==> src/rtl/mux_n_reg.sv <==
// N-channel registered mux with valid/ready on every channel and the output.
// Fixed-select or round-robin grant; counts completed input transfers.
module mux_n_reg #(
    parameter int N     = 4,
    parameter int WIDTH = 32,
    parameter int SELW  = 2,
    parameter int CNTW  = 16
) (
    input  logic               clk,
    input  logic               rst_n,
    input  logic [N*WIDTH-1:0] in_data,
    input  logic [N-1:0]       in_valid,
    output logic [N-1:0]       in_ready,
    input  logic [SELW-1:0]    sel,
    input  logic               mode,
    output logic [WIDTH-1:0]   out_data,
    output logic [SELW-1:0]    out_ch,
    output logic               out_valid,
    input  logic               out_ready,
    output logic [CNTW-1:0]    xfer_cnt
);

    logic [WIDTH-1:0] out_data_q, out_data_d;
    logic [SELW-1:0]  out_ch_q, out_ch_d;
    logic             out_valid_q, out_valid_d;
    logic [CNTW-1:0]  xfer_cnt_q, xfer_cnt_d;
    logic [SELW-1:0]  rr_ptr_q, rr_ptr_d;

    logic             load;
    logic             grant;
    logic [SELW-1:0]  g;
    logic [WIDTH-1:0] g_data;
    logic             xfer;

    assign load = ~out_valid_q | out_ready;

    // Round-robin: scan rr_ptr..N-1 first, then 0..rr_ptr-1.
    always_comb begin
        grant = 1'b0;
        g     = '0;
        if (!mode) begin
            for (int i = 0; i < N; i++) begin
                if (sel == SELW'(i) && in_valid[i]) begin
                    grant = 1'b1;
                    g     = SELW'(i);
                end
            end
        end else begin
            for (int i = 0; i < N; i++) begin
                if (!grant && SELW'(i) >= rr_ptr_q && in_valid[i]) begin
                    grant = 1'b1;
                    g     = SELW'(i);
                end
            end
            for (int i = 0; i < N; i++) begin
                if (!grant && SELW'(i) < rr_ptr_q && in_valid[i]) begin
                    grant = 1'b1;
                    g     = SELW'(i);
                end
            end
        end
    end

    always_comb begin
        g_data = '0;
        for (int i = 0; i < N; i++) begin
            if (g == SELW'(i)) begin
                g_data = in_data[i*WIDTH +: WIDTH];
            end
        end
    end

    assign xfer     = rst_n & load & grant;
    assign in_ready = xfer ? (N'(1) << g) : '0;

    always_comb begin
        out_data_d  = out_data_q;
        out_ch_d    = out_ch_q;
        out_valid_d = out_valid_q;
        xfer_cnt_d  = xfer_cnt_q;
        rr_ptr_d    = rr_ptr_q;
        if (load) begin
            out_valid_d = xfer;
            if (xfer) begin
                out_data_d = g_data;
                out_ch_d   = g;
                xfer_cnt_d = xfer_cnt_q + CNTW'(1);
                rr_ptr_d   = (g == SELW'(N-1)) ? '0 : g + SELW'(1);
            end
        end
    end

    always_ff @(posedge clk) begin
        if (!rst_n) begin
            out_data_q  <= '0;
            out_ch_q    <= '0;
            out_valid_q <= 1'b0;
            xfer_cnt_q  <= '0;
            rr_ptr_q    <= '0;
        end else begin
            out_data_q  <= out_data_d;
            out_ch_q    <= out_ch_d;
            out_valid_q <= out_valid_d;
            xfer_cnt_q  <= xfer_cnt_d;
            rr_ptr_q    <= rr_ptr_d;
        end
    end

    assign out_data  = out_data_q;
    assign out_ch    = out_ch_q;
    assign out_valid = out_valid_q;
    assign xfer_cnt  = xfer_cnt_q;

endmodule

==> config.mk <==
export PLATFORM = sky130hd
export DESIGN_NAME = mux_n_reg
export DESIGN_NICKNAME = d
export VERILOG_FILES = /design/src/rtl/mux_n_reg.sv
export SDC_FILE = /design/constraint.sdc
export NUM_CORES = 1
export LEC_CHECK = 0
export BUFFER_PORTS_ARGS = -buffer_cell sky130_fd_sc_hd__buf_2
export CAP_MARGIN = 5
export CELL_PAD_IN_SITES_DETAIL_PLACEMENT = 1
export CELL_PAD_IN_SITES_GLOBAL_PLACEMENT = 1
export CORE_MARGIN = 3
export CORE_UTILIZATION = 33
export CTS_CLUSTER_DIAMETER = 80
export DETAILED_ROUTE_END_ITERATION = 16
export PLACE_DENSITY_LB_ADDON = 0.1
export SLEW_MARGIN = 10
export SYNTH_ARGS = -nofsm -noshare
export SYNTH_HDL_FRONTEND = slang
export SYNTH_SLANG_ARGS = --single-unit
==> constraint.sdc <==
create_clock -name clk -period 4 [get_ports clk]
set_clock_uncertainty 0.2 [all_clocks]
set_input_delay 0.2 -clock clk [delete_from_list [all_inputs] [get_ports clk]]
set_output_delay 0.2 -clock clk [all_outputs]
set_load 0.01 [all_outputs]
== After elaboration in Yosys (flattened, before gate mapping) ==
Cells that the tools add are included.
Word-level totals
  output and inout port bits: 55
  memory bits (writable): 0
  latch bits: 0
  register bits: 53
  memory bits (read-only): 0
  memories kept: 0
Cells by class
  reductions and logical operators: 29
  shifts and indexed selects: 1
  equal/unequal tests: 6
  multiply operators: 0
  muxes and demuxes: 37
  add/subtract/negate cells: 2
  $lt $le $gt $ge: 8
  div/mod/pow operators: 0
  bitwise operators: 4
Operators with widths (count)
  $mux 32: 4
  $mux 1: 22
  $mux 2: 10
  $logic_and 1x1->1: 19
  $add 16x1->16 const B: 1
  $eq 2x2->1 const B: 4
  $logic_not 1->1: 7
  $eq 2x1->1 const B: 2
  $ge 1x2->1 const A: 2
  $ge 2x2->1 const A: 2
  $logic_not 2->1: 2
  $lt 1x2->1 const A: 2
  $lt 2x2->1 const A: 2
  $mux 4: 1
  $shl 1x2->4 const A: 1
  $add 2x1->2 const B: 1
  $and 1x1->1: 2
  $reduce_and 2->1: 1
  $not 1->1: 1
  $or 1x1->1: 1

== Depth between registers and ports, before layout ==
Gate-level depths: netlist (run 1).
  depth in word-level cells: 44
  gate-level depth with buffers: 10

== Worst setup path after synthesis (run 1) ==
OpenSTA, ideal clock, no wires.
  kind: reg2reg
  start: register rr_ptr_q[1]
  end: register out_data_q[18], in the netlist out_data[18]
  stages on the path, launching flop included: 11
  data required time: 3.728 ns
  period minus slack after synthesis: 2.505 ns
  arrival: 2.233 ns
  library setup time: 0.072 ns
  slack: 1.495 ns
  cell sequence: dfxtp_1 or3b_2 o221ai_1 a31oi_1 ha_1 clkbuf_1 nor2b_1 clkbuf_1 a221o_1 a22oi_1 mux2i_1
Between the ends
  longest elaborated chain between the ends: 44
  elaborated cells on any way between the ends: 64
  classes of those cells: 8 x order compare; 3 x eq/ne; 28 x mux; 1 x bitwise; 24 x reduce/logical
Ends and longest elaborated chain
  from (decl): line 27  | logic [SELW-1:0] rr_ptr_q, rr_ptr_d;
  from (signal assigned): line 105  | rr_ptr_q <= rr_ptr_d;
  $ge 1x2->1: line 50  | if (!grant && SELW'(i) >= rr_ptr_q && in_valid[i]) begin
  $logic_and 1x1->1: line 50
  $mux 1: line 50
  $mux 1: line 41  | if (!mode) begin
  $logic_not 1->1: line 50
  $logic_and 1x1->1 (2 in series): line 50
  $mux 1: line 50
  $mux 1: line 41
  (+25 left out)
  $logic_not 1->1: line 56  | if (!grant && SELW'(i) < rr_ptr_q && in_valid[i]) begin
  $logic_and 1x1->1 (2 in series): line 56
  $mux 2 *: line 56
  $mux 2 *: line 41
  via g[0]: line 31  | logic [SELW-1:0] g;
  $logic_not 2->1: line 67  | if (g == SELW'(i)) begin
  $mux 32 (3 in series): line 67
  $mux 32 *: line 67
  to (signal assigned): line 101  | out_data_q <= out_data_d;
  to (decl): line 23  | logic [WIDTH-1:0] out_data_q, out_data_d;
Mark *: on every way through the listed nets, which the timed path passes. The rest lies on a longest branch. The select of a mux whose other input is x is not followed.
A chain may end at the register's enable or synchronous reset.

== Worst setup path after layout (run 1) ==
  start: register rr_ptr_q[1]
  end: output in_ready[2]
Between the ends
  longest elaborated chain between the ends: 41
  elaborated cells on any way between the ends: 57
  classes of those cells: 8 x order compare; 1 x shift; 25 x mux; 1 x bitwise; 22 x reduce/logical
Ends and longest elaborated chain
  $ge 1x2->1: line 50
  $logic_and 1x1->1: line 50
  $mux 1: line 50
  $mux 1: line 41
  $logic_not 1->1: line 50
  $logic_and 1x1->1 (2 in series): line 50
  $mux 1: line 50
  $mux 1: line 41
  (+24 left out)
  $mux 1: line 41
  $logic_not 1->1: line 56
  $logic_and 1x1->1 (2 in series): line 56
  $mux 2 *: line 56
  $mux 2 *: line 41
  via g[0]: line 31
  $shl 1x2->4 *: line 74  | assign in_ready = xfer ? (N'(1) << g) : '0;
  $mux 4 *: line 74
  to (decl): line 13  | output logic [N-1:0] in_ready,
Marks and branches as above.

==> results.md, run 1 <==
* CTS tree: done
* Total number of vias at 3754
* Syn nets at 537
* Synthesized area per cell at 8.37 µm²
* Syn. warnings at 0
* # rows at 35
* Cts bufs inserted at 5
* Post-route antenna net violation count at 0
* Post-Syn Instances at 394
* Worst R2R Path Depth at 9
* Hold Worst Slack at 0.00615 ns
* Worst skew pair latency at 0.31 ns
* Hold WC Path Type: input pin to flip-flop
* Tightest Pin Transition at 1.09 ns
* Pwr dens at 341 nW/µm²
* Critical path data required time at 3.60 ns
* FF-to-FF End: out_data[4]
* Gr ovfl total at 0
* Post-synth ARST share at 0
* Final Cycle Share at 0.847
* Seq/Total Area, Yosys at 0.322
* Final Hold Fails at 0
* First-pass GRT wire length at ~19 mm
* Largest net degree at the start of global routing at approximately 50
* Seq cells post-synth at 53
* Worst setup path startpoint: rr_ptr_q[1]
* Hold Path Origin: in_data[117]
* Placement Cell Area at 4310 µm²
* Final setup TNS at 0 ns
* Total global-route track usage at 0.211
* Core box area at around 9500 µm²
* Die Wd at roughly 110 µm
* Vias per std cell at 5.31
* Drt drc at 0
* Minimum clock period at 3.39 ns
* Worst-path fanout max at 38
* Worst hold stages at 3
* CTS Sinks at 53
* WL/cell at 17.2 µm
* Starting Density at 0.349
* Final Slew Violations at 0
* Post-cts resize count at 0
* Power, Total at about 1.5 mW
* Chip height at 106 µm
* Initial DRC count at 78
* Max Cap Viol at 0
* P&R area growth vs syn at 37.5%
* Drt pass-1 iters at 4
* Top FF cell, synth: dfxtp_1
* I/O Buffers at 192
* Fmax at ~300 MHz
* Wire length on met1 at about 4.7 mm
* Max layer used: met4
* Initial antenna violation count at 1
* Endpoint, Worst Hold: out_data[21]
* DP Wirelength at between 8 and 9 mm
* Worst Path Class, Setup: flip-flop to output port
* Worst flop-to-flop path startpoint: rr_ptr_q[1]
* Share of layout cells above drive strength 1 at 0.374
* Final nets at 720
* H-tree Lvls at 2
* RSZ-0062 raised after global routing: no
* Setup violation total in the final timing report at 0
* Status: finished clean
* Final Util at 0.479
* Reg clk slew, reported paths at ~0.10 ns
* Hold buffer count at CTS at 12
* Met2 WL at 6.21 mm
* Lkg Pwr at roughly 2.2 nW
* Relative slew slack at 0.272
* Post-CTS Setup Inserts at 0
* Met3 wire len at just under 900 µm
* Placed cell count at 686
* CP Launch Type: flip-flop
* Top area cells in the synthesized netlist: dfxtp_1 32%, mux2i_1 12%, a221o_1 9.4%
* Flop2flop setup slack at 0.87 ns
* Top cells by count, synth: 53 x dfxtp_1, 41 x nand2_1, 40 x a21oi_1, 39 x inv_1, 38 x mux2i_1
* Non-filler cells, final at 707
* # IOs at 193
* Clk Tree Root Cell: clkbuf_8
* Post-synth EDFFs at 0
* Routed WL at 12.1 mm
* GP Congestion at 0.827
* Final Instance Area at 4530 µm²
* Vias in the first global route at 3929
* Most frequent cell after synthesis: dfxtp_1
* Worst Path Arrival at 2.99 ns
* Synth top area share at 0.322
* Worst-case setup slack after placement at 0.889 ns
* Worst Setup Slack, final at between 0.6 and 0.7 ns
* Die area at 11200 µm²
* Synthesized area at ~3300 µm²
* Clock buffer depth at 2
* Worst IR drop on VDD at 0.000135 V
* Post-synth top area cell: dfxtp_1
* Crit. End Element: output port
* Synth unique cells at 44
cells in the final DEF (no fill, tap or decap), types with 5 or more instances in the layout:
| master | n |
|---|---|
| o21ai_0 | 6 |
| and2_1 | 5 |
| dlygate4sd3_1 | 13 |
| clkbuf_8 | 6 |
| o31ai_1 | 7 |
| a21oi_1 | 40 |
| inv_1 | 39 |
| buf_2 | 192 |
| nand2_1 | 41 |
| or4_1 | 6 |
| a221o_1 | 31 |
| dfxtp_1 | 53 |
| a22oi_1 | 32 |
| buf_4 | 7 |
| mux2i_1 | 38 |
flip-flops by register name (all words and copies together), names as in the netlist:
register,flops
out_data,32
xfer_cnt,16
rr_ptr_q,2
out_valid,1
out_ch,2
cell families after synthesis:
| group | synth area share |
|---|---|
| flops | 0.322 |
| buf+inv | 0.0960 |
| mux | 0.126 |
| compound gates | 0.305 |
| fa+ha+maj | 0.0190 |
| simple gates | 0.133 |
power breakdown:
part | internal [mW] | total (mW) | switching (mW)
logic | 0.271 | 0.581 | 0.310
registers | 0.600 | 0.641 | 0.0410
clock network | 0.138 | 0.325 | 0.188
total | 1.01 | 1.55 | 0.539
area by class of cell:
cell class	instances	area, µm²
fillers	1227	4930
multi-input cells	266	1930
repair buffers	212	1140
flip-flops and latches	53	1060
well taps	129	161
inverters	39	146
clock buffers	6	82.6
clock inverters	1	7.51
diodes	1	2.50
worst max-delay path, stage by stage, from the launching register on:
cell and delay (ns):
dfxtp_1 0.39, or3b_2 0.49, o221ai_1 0.09, a31oi_1 0.16, inv_1 0.15, ha_2 0.67, buf_4 0.42, and2_1 0.17
buf_2 0.12
worst max-delay path by stage:
stage | depth (start not counted) | slack (ns) | endpoint
floorplan | 10 | 1.50 | out_data[18]
global placement | 9 | 0.97 | out_data[12]
detailed placement | 9 | 0.89 | out_data[4]
CTS | 8 | 0.59 | in_ready[2]
global route | 8 | 0.42 | in_ready[2]
finish | 8 | 0.61 | in_ready[2]
per-layer routing:
layer	vias to the layer above	GRT usage
li1	1846	-
met4	0	0.0694
met3	22	0.0650
met2	129	0.392
met1	1757	0.227
met5	-	0
No activity file was read; power rests on OpenSTA's default activity.
==> inputs of run 2 (changes only) <==
CORE_UTILIZATION = 31   (was 33)
clock period = 3.3 ns   (was 4 ns; I/O delays follow)
==> run 2 against run 1 <==
Cell area is 4.4% higher. Critical path depth is 2 higher. Clock-buffer cell count is 1 higher. Register-to-register slack worse by 0.59 ns. Via count is 3.2% higher. First-iteration DRC count is 72% higher. Non-clock buffer count is 20 higher. Combinational power is 26% higher. Clock power is 18% higher. Routed wire length is 2.5% higher. Critical path type is now flip-flop to flip-flop. Critical endpoint is now out_data[5].
==> results.md, run 2 (same netlist as run 1, synthesis figures left out) <==
* Fillers at 1311
* CP Launch Type: flip-flop
* Starting Density at 0.319
* WL/cell at 17.0 µm
* Vias in the first global route at 3993
* Die Wd at 109 µm
* Placement Cell Area at 4350 µm²
* Total global-route track usage at 0.202
* Worst Path Class, Setup: flip-flop to flip-flop
* Commonest non-fill, non-tap cell in the layout: buf_2
* Pwr dens at 400 nW/µm²
* GP Congestion at 0.754
* Cts bufs inserted at 5
* Max Cap Viol at 0
* Crit. End Element: flip-flop
* Critical path's slowest cell: or3b_2
* Final Hold Fails at 0
* Lkg Pwr at 2.28 nW
* Share of layout cells above drive strength 1 at 0.367
* Post-route antenna net violation count at 0
* Final Cycle Share at 0.914
* Clock buffer depth at 2
* CP Cell Sequence: or3b_2, o221ai_1, a31oi_1, inv_1, ha_1, nor2b_4, buf_4, a221o_1, a22oi_1, mux2i_1
* RSZ-0062 raised after global routing: no
* CTS Sinks at 53
* Largest register FFs at 32
* Die area at 11900 µm²
* Most frequent cells in the layout: 192 x buf_2, 53 x dfxtp_1, 41 x nand2_1
* Final Instance Area at 4730 µm²
* Gr ovfl total at 0
* First-pass GRT wire length at between 15 and 20 mm
* Worst Path Arrival at 3.05 ns
* Status: finished clean
* Critical path data required time at 3.34 ns
* Reg clk slew, reported paths at around 0.10 ns
* Switching power at 0.653 mW
* Minimum clock period at 3.02 ns
* Initial antenna violation count at 1
* Core box area at 10300 µm²
* Clk Tree Root Cell: clkbuf_8
* Drt drc at 0
* Final setup TNS at 0 ns
* Post-CTS Setup Inserts at 0
* Chip height at 109 µm
* WP buf/inv at 2
* Max incr delay on CP at 0.49 ns
* # rows at 37
* Switching portion of total power at 0.345
* DP Wirelength at 9.22 mm
* Initial DRC count at 134
* Final Slew Violations at 0
* Drt pass-1 iters at 5
* # IOs at 193
* Relative slew slack at 0.329
* Largest net degree at the start of global routing at 44
* Clock power share at 0.203
* Routed WL at 12.4 mm
* Setup violation total in the final timing report at 0
* Combinational fraction of design power at 0.386
* I/O Buffers at between 150 and 200
* Multi-input combinational cell area at between 1500 and 2000 µm²
* Tightest Pin Transition at between 1 and 1.5 ns
* Power Internal at 1.24 mW
* Vias per std cell at 5.28
* Reg area at 1060 µm²
* Worst skew pair latency at 0.30 ns
* Family with the most delay on the worst path: simple AND/OR/NAND/NOR gates
* CTS tree: done
* Total number of vias at 3875
* Seq pwr share at 0.412
* Hold WC Path Type: input pin to flip-flop
* Final nets at 740
* Fmax at 331 MHz
* P&R area growth vs syn at 43.5%
* Worst IR drop on VDD at 0.000180 V
* H-tree Lvls at 2
* Worst-path fanout max at 18
==> run 2: path summary, 6_finish.rpt <==
path                     from     endpoint  slack [ns]  cells after the start
hold / removal      out_ready    out_valid        0.01                      3
setup / recovery  rr_ptr_q[1]  out_data[5]        0.28                     10
setup reg to reg  rr_ptr_q[1]  out_data[5]        0.28                     10
hold reg to reg   out_data[9]  out_data[9]        0.26                      2
==> run 2: through the flow <==
stage,std cells,power (mW),util,hold WS (ns),setup WS [ns]
finish,734,1.89,0.458,0.0137,0.283
floorplan,394,1.21,-,0.120,0.795
CTS,733,1.91,0.458,0.00922,0.281
global route,733,2.03,0.458,0.0428,0.0762
detailed placement,697,1.50,0.421,0.249,0.000408
global placement,697,1.48,0.421,0.240,0.226
==> run 2: worst min-delay path: cells and delay by family <==
| kind | cells | cell delay, ns |
|---|---|---|
| AO/OA/AOI/OAI | 1 | 0.09 |
| buffers and inverters | 1 | 0.07 |
| AND/OR/NAND/NOR | 1 | 0.15 |
==> run 2: repair_timing <==
action	in CTS	in global routing
resized for setup	1	0
endpoints found under the hold margin	29	0
endpoints found under the setup margin	1	0
hold buffers	29	0
==> run 2: power by group through the flow <==
stage	Combinational (mW)	Clock [mW]	Sequential, mW
6_report	0.730	0.384	0.779
5_1_grt	0.812	0.423	0.790
4_1_cts	0.737	0.398	0.780
3_5_place_dp	0.707	0	0.794
3_3_place_gp	0.690	0	0.790
2_1_floorplan	0.386	0	0.827
==> run 2: cell type report <==
type | instances | area share
Sequential cell | 53 | 0.224
Multi-Input combinational cell | 266 | 0.408
Tap cell | 136 | 0.0360
Antenna cell | 1 | 0.000529
Timing Repair Buffer | 232 | 0.282
Clock buffer | 7 | 0.0182
Inverter | 39 | 0.0309
==> run 2: layer usage <==
layer  GRT usage  share of wire
met5           0        0.00056
met4      0.0496          0.012
met3      0.0586          0.072
met2       0.353           0.52
met1       0.243           0.40
==> inputs of run 3 (changes only) <==
CELL_PAD_IN_SITES_DETAIL_PLACEMENT = 0   (was 1)
==> run 3 against run 2 <==
The run now ends with hold timing left. Clock power decreased by 3%. Hold slack got worse by 0.014 ns. Utilization decreased by 0.061 points. Sequential power about the same. First-iteration DRC count increased by 31%. Routed wire length decreased by 6.6%. Critical path depth unchanged. Combinational power decreased by 2%. Clock-buffer cell count decreased by 1. Worst setup slack improved by 0.10 ns. Die area unchanged. Sequential share of layout area about the same. Largest cell class unchanged. Largest power group unchanged. Highest routed layer unchanged.
==> results.md, run 3 (same netlist as run 1, synthesis figures left out) <==
* Final Hold Fails at 1
* Post-CTS Setup Inserts at 0
* Gr ovfl total at 0
* Clock buffer depth at 2
* Worst R2R Path Depth at 10
* Number of diodes at 0
* CTS Sinks at 53
* Drt pass-1 iters at 4
* Final setup TNS at 0 ns
* Minimum clock period at 2.91 ns
* Clock power share at 0.199
* Worst-path fanout max at 18
* Final Cycle Share at 0.883
* GP Congestion at 0.754
* Non-filler cells, final at 734
* Worst Path Class, Setup: flip-flop to flip-flop
* P&R area growth vs syn at 43.3%
* Max Cap Viol at 0
* Worst Setup Slack, final at 0.386 ns
* Worst IR drop on VDD at ~0.00019 V
* Critical path data required time at 3.35 ns
* Commonest non-fill, non-tap cell in the layout: buf_2
* Total global-route track usage at 0.186
* Combinational fraction of design power at 0.384
* Status: complete, but fails checks
* Total number of vias at about 3800
* Share of layout cells above drive strength 1 at 0.368
* # IOs at 193
* CTS tree: done
* Relative slew slack at 0.331
* Chip height at 109 µm
* Core box area at just over 10000 µm²
* Post-route antenna net violation count at 0
* Power, Total at 1.87 mW
* I/O Buffers at 192
* Lkg Pwr at 2.28 nW
* Hold WC Path Type: input pin to flip-flop
* Worst skew pair latency at 0.31 ns
* Crit. End Element: flip-flop
* WL/cell at 15.8 µm
* Clk Tree Root Cell: clkbuf_8
* Drt drc at 0
* Power Internal at 1.22 mW
* RSZ-0062 raised after global routing: no
* Most frequent cells in the layout: 192 x buf_2, 53 x dfxtp_1, 41 x nand2_1
* H-tree Lvls at 2
* Largest register FFs at 32
* Starting Density at 0.319
* Routed WL at about 12 mm
* Seq pwr share at 0.417
* CP Launch Type: flip-flop
* Vias per std cell at between 5 and 6
* Worst-case setup slack after placement at approximately 0.091 ns
* Placed cell count at 697
* Initial antenna violation count at 1
* Initial DRC count at about 180
* Fmax at 343 MHz
* Switching power at 0.650 mW
* Final nets at 740
* Worst Path Arrival at 2.96 ns
* Hold Worst Slack at -0.000230 ns
* Final Slew Violations at 0
* Reg clk slew, reported paths at 0.10 ns
* Final Util at 0.458
* Cts bufs inserted at 5
* Setup violation total in the final timing report at 0
* DP Wirelength at 8.46 mm
* Die area at 11900 µm²
* Switching portion of total power at 0.347
* # rows at 37
* Vias in the first global route at approximately 3600
* Largest net degree at the start of global routing at 44
* Die Wd at between 100 and 150 µm
* Failing checks: hold timing
* Pwr dens at 396 nW/µm²
* Tightest Pin Transition at 1.00 ns
* Worst hold stages at 3
* First-pass GRT wire length at 17.9 mm
-- run 3: changes by cell type in the layout (fill, tap and decap cells not counted) --
cell / before / now
clkinv_2: 0 / 2
diode_2: 1 / 0
clkbuf_8: 6 / 5
-- run 3: worst max-delay path, cell delays in order (launching register included) --
cell and delay, ns:
dfxtp_1 0.38, or3b_2 0.48, o221ai_1 0.09, a31oi_1 0.18
inv_1 0.15, ha_1 0.20, nor2b_4 0.47, buf_4 0.31
a221o_1 0.17, a22oi_1 0.07, mux2i_1 0.15
-- run 3: path summary, 6_finish.rpt --
path | from | end | slack (ns)
worst min-delay path | in_data[101] | out_data[5] | -0.0002
worst min register to register | out_data[10] | out_data[10] | 0.26
worst max-delay path | rr_ptr_q[1] | out_data[5] | 0.39
worst max register to register | rr_ptr_q[1] | out_data[5] | 0.39
-- run 3: cell type report --
| type | instances | area, µm² |
|---|---|---|
| timing repair buffer | 232 | 1330 |
| clock buffer | 6 | 72.6 |
| tap | 136 | 170 |
| multi-input combinational | 266 | 1930 |
| sequential | 53 | 1060 |
| inverter | 39 | 146 |
| fill | 1045 | 5600 |
| clock inverter | 2 | 10.0 |
-- run 3: per-stage QoR --
stage | hold WS, ns | cell area (µm²)
2_1_floorplan | 0.120 | 3300
3_3_place_gp | 0.240 | 4350
3_5_place_dp | 0.245 | 4350
4_1_cts | 0.0000534 | 4710
5_1_grt | 0.00560 | 4730
6_report | -0.000230 | 4730
-- run 3: power groups by stage --
stage	Clock (mW)	Sequential [mW]	Combinational (mW)
after floorplan	0	0.827	0.386
after global placement	0	0.790	0.690
after detailed placement	0	0.793	0.695
after CTS	0.387	0.780	0.723
after global routing	0.407	0.791	0.799
final	0.372	0.779	0.719
-- run 3: layer usage --
metal	part of all wire	wire length [µm]	up-vias	global-route usage
li1	-	-	1881	-
met1	0.42	4880	1759	0.239
met2	0.51	5890	116	0.318
met3	0.067	774	8	0.0468
met4	0.0071	82	2	0.0298
met5	0.00060	7	-	0
-- run 3: timing repair --
item | 4_1_cts | 5_1_grt
endpoints found under the hold margin | 28 | 1
hold buffers | 28 | 1
resized for setup | 0 | 1
setup endpoints to repair | 0 | 14
